### src/rtl/tx_rom_serializer.sv
`default_nettype none
// ============================================================================
// Module   : tx_rom_serializer
// Purpose  : Fetches NUM_WORDS words from a 1-cycle registered ROM and sends
//            them MSB-first as a serial stream. Optional macro: TX_PARITY_EN.
// Revision : 1.0 - initial release
// ============================================================================
module tx_rom_serializer #(
  parameter int DATA_WIDTH = 8,
  parameter int ADDR_WIDTH = 2,
  parameter int NUM_WORDS  = 2**ADDR_WIDTH
) (
  input  logic                  clk,
  input  logic                  reset,
  input  logic                  start,
  output logic [ADDR_WIDTH-1:0] rom_addr,
  output logic                  rom_read,
  input  logic [DATA_WIDTH-1:0] rom_q,
  output logic                  tx_bit,
  output logic                  tx_valid,
  output logic                  word_start,
  output logic                  busy,
  output logic                  done
);

`ifdef TX_PARITY_EN
  localparam int c_BITS = DATA_WIDTH + 1;
`else
  localparam int c_BITS = DATA_WIDTH;
`endif
  localparam int                  c_CW        = $clog2(c_BITS + 1);
  localparam logic [c_CW-1:0]     c_LAST      = c_CW'(c_BITS - 1);
  localparam logic [ADDR_WIDTH-1:0] c_ADDR_LAST = ADDR_WIDTH'(NUM_WORDS - 1);
`ifdef TX_PARITY_EN
  localparam logic [c_CW-1:0]     c_DLAST     = c_CW'(DATA_WIDTH - 1);
`endif

  typedef enum logic [2:0] {
    S_IDLE  = 3'd0,
    S_FETCH = 3'd1,
    S_LOAD  = 3'd2,
    S_SHIFT = 3'd3,
    S_DONE  = 3'd4
  } state_t;

  state_t                r_state;
  logic [DATA_WIDTH-1:0] r_shreg;
  logic [c_CW-1:0]       r_cnt;
`ifdef TX_PARITY_EN
  logic                  r_parity;
`endif

  always_ff @(posedge clk) begin
    if (reset) begin
      r_state    <= S_IDLE;
      r_shreg    <= '0;
      r_cnt      <= '0;
`ifdef TX_PARITY_EN
      r_parity   <= 1'b0;
`endif
      rom_addr   <= '0;
      rom_read   <= 1'b0;
      tx_bit     <= 1'b0;
      tx_valid   <= 1'b0;
      word_start <= 1'b0;
      busy       <= 1'b0;
      done       <= 1'b0;
    end else begin
      case (r_state)
        S_IDLE: begin
          if (start) begin
            r_state  <= S_FETCH;
            rom_read <= 1'b1;
            rom_addr <= '0;
            busy     <= 1'b1;
          end
        end
        S_FETCH: begin
          rom_read <= 1'b0;
          r_state  <= S_LOAD;
        end
        S_LOAD: begin
          // MSB goes straight to the output register so it appears on the first SHIFT cycle
          tx_bit     <= rom_q[DATA_WIDTH-1];
          r_shreg    <= rom_q << 1;
          tx_valid   <= 1'b1;
          word_start <= 1'b1;
          r_cnt      <= '0;
`ifdef TX_PARITY_EN
          r_parity   <= ^rom_q;
`endif
          r_state    <= S_SHIFT;
        end
        S_SHIFT: begin
          word_start <= 1'b0;
          r_cnt      <= r_cnt + 1'b1;
          if (r_cnt == c_LAST) begin
            tx_valid <= 1'b0;
            tx_bit   <= 1'b0;
            if (rom_addr == c_ADDR_LAST) begin
              r_state  <= S_DONE;
              done     <= 1'b1;
              busy     <= 1'b0;
              rom_addr <= '0;
            end else begin
              rom_addr <= rom_addr + 1'b1;
              rom_read <= 1'b1;
              r_state  <= S_FETCH;
            end
          end
`ifdef TX_PARITY_EN
          else if (r_cnt == c_DLAST) begin
            tx_bit <= r_parity;
          end
`endif
          else begin
            tx_bit  <= r_shreg[DATA_WIDTH-1];
            r_shreg <= r_shreg << 1;
          end
        end
        S_DONE: begin
          done    <= 1'b0;
          r_state <= S_IDLE;
        end
        default: r_state <= S_IDLE;
      endcase
    end
  end

endmodule
`default_nettype wire

### config.mk
export PLATFORM = sky130hd
export DESIGN_NAME = tx_rom_serializer
export DESIGN_NICKNAME = d
export VERILOG_FILES = /design/src/rtl/tx_rom_serializer.sv
export SDC_FILE = /design/constraint.sdc
export NUM_CORES = 1
export LEC_CHECK = 0
export CAP_MARGIN = 20
export CORE_MARGIN = 2
export CORE_UTILIZATION = 45
export CTS_CLUSTER_SIZE = 10
export DETAILED_ROUTE_END_ITERATION = 10
export GPL_TIMING_DRIVEN = 0
export PLACE_DENSITY = 0.79
export RECOVER_POWER = 50
export SLEW_MARGIN = 20
export SYNTH_ARGS = -nofsm -noshare
export SYNTH_HDL_FRONTEND = slang
export SYNTH_SLANG_ARGS = --single-unit
### constraint.sdc
create_clock -name clk -period 3.2 [get_ports clk]
set_clock_uncertainty 0.1 [all_clocks]
set_input_delay 0.32 -clock clk [delete_from_list [all_inputs] [get_ports clk]]
set_output_delay 0.32 -clock clk [all_outputs]
set_load 0.02 [all_outputs]
==> results.ini <==
[run_status]
outcome=finished, final reports clean

[floorplanning]
fp.dieH_um=52.1
core_sq_um=2190
dieArea_sq_um=2710
die_w_um=52.1
io_pins=19
initial_core_util_pct=47.5
rows=17

[cts]
htreeDepth=1
cts_tree=done
hold_buffers=0
clock_tree.buffer_depth=2
worstSkewPairLatency_ns=0.31
clk_pin_slew_ns=0.12
post_cts_buffers=0
cts-root-buf=clkbuf_4
cts_made_buffers=3
clock-sinks=22
cts_resized=0

[timing]
finalSetupViolCount=0
whs_ns=0.379
setup_slack_ns=1.46
slew_headroom_pct=66.9
final.setup.tns_ns=0
worst_slew_pin_slew_ns=0.497
fmax_ghz=0.576
min_period_over_period_pct=54.2
grt_setup_unrepaired=false
min_period_ns=1.74
hold_viol=0
drv_slew=0

[placement]
pre_cts_ws_ns=1.45
numPortBuffers=18
placed_cell_area_sq_um=1260
post-dp-hpwl_um=1630
globalplace.congestion=0.856

[global_route]
grt_antenna_before_repair=0
first_global_vias=928
grt_max_degree=13
grt-ovfl-total=0
grt_pass1_wl_um=3910
grt_usage_pct=19.6

[logic_synthesis]
syn-num-nets=124
synth_area_per_cell_sq_um=9.38
synthesis.area_sq_um=1040
yosys_register_bits=22
postSynthCellCount=111
yosysSeqAreaShare_pct=42.3
yosys_warnings=0
ys_types=33

[route]
via_per_inst=5.74
first_pass_iters=4
via_count=924
drc=0
antenna_left=0
drt_iter0_drc=29
wl_per_cell_um=14.1
wl_um=2260

[setup_path]
cp.required_ns=2.78
critPathMaxStageDelay_ns=0.62
startpoint_type=flip-flop
critPathTopFamily=buffers and inverters
crit_path_max_fanout=4
critPathKind=reg -> out
crit_chain=clkdlybuf4s50_1
crit_buf_inv=1
slowest_stage=clkdlybuf4s50_1
crit_path_end_kind=primary output
worstPathArrival_ns=1.32

[layout]
diodes=0
final_nets=147
drive_above_1_share_pct=9.77
syn2layout_area_growth_pct=23.2
postLayoutCellArea_sq_um=1280
fillers=202

[hold_path]
hold_path.class=reg -> reg

[power_and_ir_drop]
leakage_nw=0.439
power_density_nw_per_um2=435
vdd_drop_max_v=0.000267

[run]
drv_cap=0

-- power breakdown --
part | internal [W] | total, W | switching (W)
sequential | 0.000290 | 0.000300 | 0.00000993
clock | 0.0000695 | 0.000153 | 0.0000839
combinational | 0.0000513 | 0.000104 | 0.0000528
-- sequential cells by signal, summed over array words and instances (netlist names), 2 cells and up --
signal,flops
r_cnt,4
r_shreg,7
r_state,3
rom_addr,2
-- logic make-up after synthesis --
family	synth area share, %
compound gates	23.4
fa+ha+maj	2.40
buf+inv	6.37
flops	42.3
mux	5.77
simple gates	19.7
-- area by class of cell --
class,instances,area [sq um],area share [%]
Timing Repair Buffer,18,180,14.0
Sequential cell,22,440,34.3
Tap cell,28,35.0,2.73
Clock buffer,4,36.3,2.83
Buffer,10,58.8,4.59
Inverter,1,3.75,0.293
Multi-Input combinational cell,78,528,41.2
-- routing by layer --
metal | share of wire [%] | up-vias | track usage [%]
met4 | 1.0 | 0 | 7.89
met3 | 4.8 | 6 | 4.60
li1 | - | 459 | -
met2 | 49 | 29 | 33.5
met1 | 45 | 430 | 23.5
met5 | 0 | - | 0
-- cell usage in the layout, fill, tap and decap left out --
cell / synthesis / routed
dfxtp_1: 22 / 22
a221oi_1: 1 / 1
or4_1: 2 / 2
nor3_1: 1 / 1
nand3b_1: 1 / 1
a21oi_1: 16 / 16
nor4bb_1: 1 / 1
o31ai_1: 1 / 1
nand2b_1: 2 / 2
o21ai_0: 3 / 3
clkdlybuf4s50_1: 0 / 17
a31oi_1: 2 / 2
nand3_1: 5 / 5
ha_1: 2 / 2
nor4_1: 1 / 1
o211ai_1: 2 / 2
inv_1: 1 / 1
o21a_1: 1 / 1
buf_4: 1 / 1
and4b_1: 1 / 1
nor3b_2: 1 / 1
buf_6: 2 / 2
nand2_1: 4 / 4
or4b_4: 1 / 1
a2111oi_2: 2 / 1
buf_2: 5 / 2
nor3b_1: 1 / 1
clkbuf_1: 2 / 5
dlygate4sd3_1: 0 / 1
clkbuf_4: 0 / 3
a2111oi_0: 0 / 1
clkbuf_8: 0 / 1
a211oi_1: 9 / 9
nor2_1: 6 / 6
nand4b_1: 2 / 2
nor2b_1: 3 / 3
mux2i_1: 6 / 6
nor2_2: 1 / 1
-- final timing paths --
check,from,end,slack (ns),cells past startpoint
max,rom_addr[0]$_SDFFE_PP0P_,rom_addr[0],1.46,1
min,r_cnt[1]$_SDFFE_PP0P_,r_cnt[1]$_SDFFE_PP0P_,0.38,2
max reg2reg,r_cnt[0]$_SDFFE_PP0P_,r_shreg[3]$_SDFFE_PP0P_,1.47,5
min reg2reg,r_cnt[1]$_SDFFE_PP0P_,r_cnt[1]$_SDFFE_PP0P_,0.38,2
-- synth_stat cells --
cell	instances	area share, %
clkbuf_1	2	0.72
buf_6	2	2.2
mux2i_1	6	5.8
nor4_1	1	0.60
ha_1	2	2.4
a211oi_1	9	6.5
nor2_1	6	2.2
nand2_1	4	1.4
nand4b_1	2	1.7
o21ai_0	3	1.4
nand2b_1	2	1.2
or4_1	2	1.4
buf_4	1	0.72
o211ai_1	2	1.4
a31oi_1	2	1.2
nor4bb_1	1	0.96
inv_1	1	0.36
a21oi_1	16	7.7
o31ai_1	1	0.72
and4b_1	1	0.96
nor3b_1	1	0.72
nor2b_1	3	1.8
buf_2	5	2.4
dfxtp_1	22	42
nand3_1	5	2.4
nor3_1	1	0.48
or4b_4	1	1.3
o21a_1	1	0.72
a2111oi_2	2	2.9
nor2_2	1	0.60
nor3b_2	1	1.2
nand3b_1	1	0.72
a221oi_1	1	0.84
-- through the flow --
| stage | utilization [%] | power (W) | std cells |
|---|---|---|---|
| 2_1_floorplan | - | 0.000373 | 111 |
| 3_3_place_gp | 57.3 | 0.000409 | 157 |
| 3_5_place_dp | 57.3 | 0.000412 | 157 |
| 4_1_cts | 59.0 | 0.000564 | 161 |
| 5_1_grt | 58.5 | 0.000584 | 161 |
| 6_report | 58.5 | 0.000558 | 161 |
(Power assumes the default switching activity.)
==> RTL edit 1 (config.mk and constraints unchanged) <==
Build with the macro `TX_PARITY_EN` defined.
--- a/src/rtl/tx_rom_serializer.sv
+++ b/src/rtl/tx_rom_serializer.sv
@@ -5,6 +5,8 @@
 //            them MSB-first as a serial stream. Optional macro: TX_PARITY_EN.
 // Revision : 1.0 - initial release
 // ============================================================================
+`define TX_PARITY_EN
+
 module tx_rom_serializer #(
   parameter int DATA_WIDTH = 8,
   parameter int ADDR_WIDTH = 2,
Check against the original RTL: no difference found for any inputs over 10 cycles, from zero or initial values and one cycle with reset high; that may be too few to reach the edited logic, so the function may still have changed.
==> RTL edit 1 against the original RTL <==
Worst setup slack got worse by 0.19 ns; worst hold slack better by 0.020 ns; area after synthesis grew 12%; register-to-register slack lost 0.20 ns; clock power down 13%; wire length up 5.2%; combinational power up 31%; sequential cell count rose by 1; cell area increased by 9.0%; power up 5.0%; highest routed layer unchanged.
==> RTL edit 1: results (changes against the original RTL) <==
fin crit period=1.930 ns (+0.1946 ns); Yosys cell types=32 (-3.0%); Detailed Place HPWL=1794 um (+10%); hold_ws=0.3989 ns (+0.02007 ns); Cells after Synth=136 (+23%); sequential fraction of the synthesis area=0.3961 (-0.02695); vias in the first global route=908 (-2.2%); Mapped Nets=150 (+21%); via count=1032 (+12%); depth of the worst register-to-register path=7 (+2); Slew HR=0.6918 (+0.02296); Reg2Reg Setup Slack=1.27 ns (-0.20 ns); mux cell area share after synthesis=0.06028 (+0.002588); Initial DRC Count=15 (-48%); XOR/XNOR Fraction of Synth Area=0.05274 (+0.05274); gr usage total=0.1831 (-0.01317); CP Max Fanout=10 (+6); Max VDD drop=0.2855 mV (+6.9%); Nets=173 (+18%); Final Instance Count excl. Fillers=188 (+17%); layout cell share with drive strength beyond 1=0.05696 (-0.04078); Synth Area in Compound Gates=0.2174 (-0.01694); first-pass GRT wire length=3939 um (+0.87%); status=finished clean; Commonest cells post-synth=dfxtp_1 (23), a21oi_1 (18), nor2_1 (11); pre-CTS setup slack=1.514 ns (+0.06128 ns); WL final=2381 um (+5.2%); post-synthesis adder-cell area fraction=0.03229 (+0.008254)
-- RTL edit 1: cell count changes in the layout (fill, tap and decap cells not counted), moves of 3 or more --
| cell | change |
|---|---|
| a311oi_1 | +6 |
| nor2_1 | +6 |
| a211oi_1 | -7 |
| inv_1 | +4 |
| xnor2_1 | +7 |
| nor3_1 | +5 |
| nand2_1 | +5 |
| o21ai_0 | +3 |
-- RTL edit 1: cell type report --
| type | instances | area [um^2] | share of cell area |
|---|---|---|---|
| Buffer | 10 | 53.80 | 0.03850 |
| Clock buffer | 4 | 26.28 | 0.01880 |
| Inverter | 5 | 18.77 | 0.01343 |
| Multi-Input combinational cell | 98 | 620.6 | 0.4440 |
| Sequential cell | 23 | 460.4 | 0.3295 |
| Tap cell | 30 | 37.54 | 0.02686 |
| Timing Repair Buffer | 18 | 180.2 | 0.1289 |
-- RTL edit 1: final timing paths --
kind | end | from
max | tx_valid$_SDFFE_PP0P_ | r_state[2]$_SDFFE_PP0P_
min | r_cnt[1]$_SDFFE_PP0P_ | r_cnt[1]$_SDFFE_PP0P_
max reg2reg | tx_valid$_SDFFE_PP0P_ | r_state[2]$_SDFFE_PP0P_
min reg2reg | r_cnt[1]$_SDFFE_PP0P_ | r_cnt[1]$_SDFFE_PP0P_
-- RTL edit 1: kinds of logic after synthesis --
group / Yosys count
AOI/OAI and AO/OA: 40
xor gates and xnor gates: 7
adders and majority gates: 3
buffers and inverters: 15
DFF: 23
muxes: 7
and+or+nand+nor: 41
-- RTL edit 1: stage by stage --
stage / utilization / area, um^2
final: 0.5693 / 1398
after global routing: 0.5693 / 1398
after CTS: 0.5729 / 1406
after detailed placement: 0.5622 / 1380
after global placement: 0.5622 / 1380
after floorplan: - / 1162
-- RTL edit 1: worst max-delay path: stages, from the launching register on --
cell	delay, ns
dfxtp_1	0.32
clkbuf_1	0.19
nor2b_1	0.15
clkbuf_1	0.33
clkbuf_1	0.41
nand2_1	0.10
a21oi_1	0.17
nor2_1	0.05
-- RTL edit 1: power by group through the flow --
stage | Combinational, uW | Clock (uW) | Sequential (uW)
floorplan | 85.0 | 0 | 329
global placement | 135 | 0 | 322
detailed placement | 138 | 0 | 323
CTS | 139 | 136 | 316
global route | 151 | 148 | 318
finish | 136 | 133 | 316
-- RTL edit 1: routing by layer --
metal | track usage | share of wire
met3 | 0.03005 | 0.035
met5 | 0 | 0
met1 | 0.2379 | 0.48
met4 | 0.07500 | 0.0055
met2 | 0.2976 | 0.48
==> RTL edit 2 (same flow settings) <==
Made on the original files. Encoding of `state_t`: now one-hot (5 bits for 5 states).
--- a/src/rtl/tx_rom_serializer.sv
+++ b/src/rtl/tx_rom_serializer.sv
@@ -35,12 +35,12 @@
   localparam logic [c_CW-1:0]     c_DLAST     = c_CW'(DATA_WIDTH - 1);
 `endif
 
-  typedef enum logic [2:0] {
-    S_IDLE  = 3'd0,
-    S_FETCH = 3'd1,
-    S_LOAD  = 3'd2,
-    S_SHIFT = 3'd3,
-    S_DONE  = 3'd4
+  typedef enum logic [4:0] {
+    S_IDLE  = 5'b00001,
+    S_FETCH = 5'b00010,
+    S_LOAD  = 5'b00100,
+    S_SHIFT = 5'b01000,
+    S_DONE  = 5'b10000
   } state_t;
 
   state_t                r_state;
Formal check against the unedited RTL: no difference found for any inputs over 10 cycles, from zero or initial values and one cycle with reset high; not proved beyond that.
==> RTL edit 2 against the original RTL <==
Via count grew 8.5%; wire length grew 6.8%; worst setup slack lost 0.45 ns; sequential share of layout area grew 1.6 points; cell area grew 4.3%; sequential cell count grew 2; power grew 9.6%; die area grew 5.8%; area after synthesis grew 6.3%.
==> RTL edit 2: results (changes against the original RTL) <==
status=finished clean; multi-input gate share of total cell area=0.4275 (+0.01580); Non-Clock Buffer Area Fraction=0.1487 (-0.03760); multi-input gates=89 (+14%); non-clock inverter count=4 (+3); Static Leak=0.0005440 uW (+24%); Slew HR=0.6652 (-0.003698); fraction of area in registers=0.3592 (+0.01580); first-pass GRT wire length=4153 um (+6.4%); layout cell share with drive strength beyond 1=0.04861 (-0.04913); Synth Area in Compound Gates=0.1912 (-0.04320); Power Total=611.0 uW (+9.6%); Yosys cell types=35 (+6.1%); CP Max Fanout=10 (+6); bufs w/o clock=23 (-18%); area of the multi-input gates=571.8 um^2 (+8.3%); CP Data Arrival Time=2.33 ns (+1.01 ns); number of synthesized register bits=24 (+9.1%); Hold EP=done$_SDFFE_PP0P_; Hold Path Origin=done$_SDFFE_PP0P_; gr usage total=0.2000 (+0.003767); Cells after Synth=122 (+9.9%); largest net degree at the start of global routing=14 (+1); Core ar.=2276 um^2 (+3.9%); vias in the first global route=933 (+0.54%); Reg2Reg Setup Slack=1.01 ns (-0.46 ns); Mapped Nets=135 (+8.9%); CP max stage delay=0.43 ns (-0.19 ns); clock network area share=0.02713 (-0.001164); P_seq=326 uW (+8.7%); Regs by FF count=r_shreg (7), r_state (5), r_cnt (4)
## RTL edit 2: how the worst max path moves through the flow
stage | start | end | slack [ns] | depth (start not counted)
after floorplan | r_state[1]$_SDFFE_PP0P_ | r_cnt[2]$_SDFFE_PP0P_ | 1.66 | 3
after global placement | reset | busy$_SDFFE_PP0P_ | 1.28 | 4
after detailed placement | reset | done$_SDFFE_PP0P_ | 1.25 | 4
after CTS | r_cnt[0]$_SDFFE_PP0P_ | r_shreg[4]$_SDFFE_PP0P_ | 1.39 | 5
after global routing | r_state[0]$_SDFFE_PP1P_ | r_shreg[4]$_SDFFE_PP0P_ | 0.76 | 6
final | r_state[0]$_SDFFE_PP1P_ | r_shreg[6]$_SDFFE_PP0P_ | 1.01 | 6
## RTL edit 2: routing by layer
layer | vias to the layer above | global-route usage | wire length (um)
met1 | 473 | 0.2762 | 1124
met3 | 5 | 0.03889 | 113
met2 | 25 | 0.3025 | 1144
met4 | 0 | 0.08974 | 36
li1 | 500 | - | -
met5 | - | 0 | 0
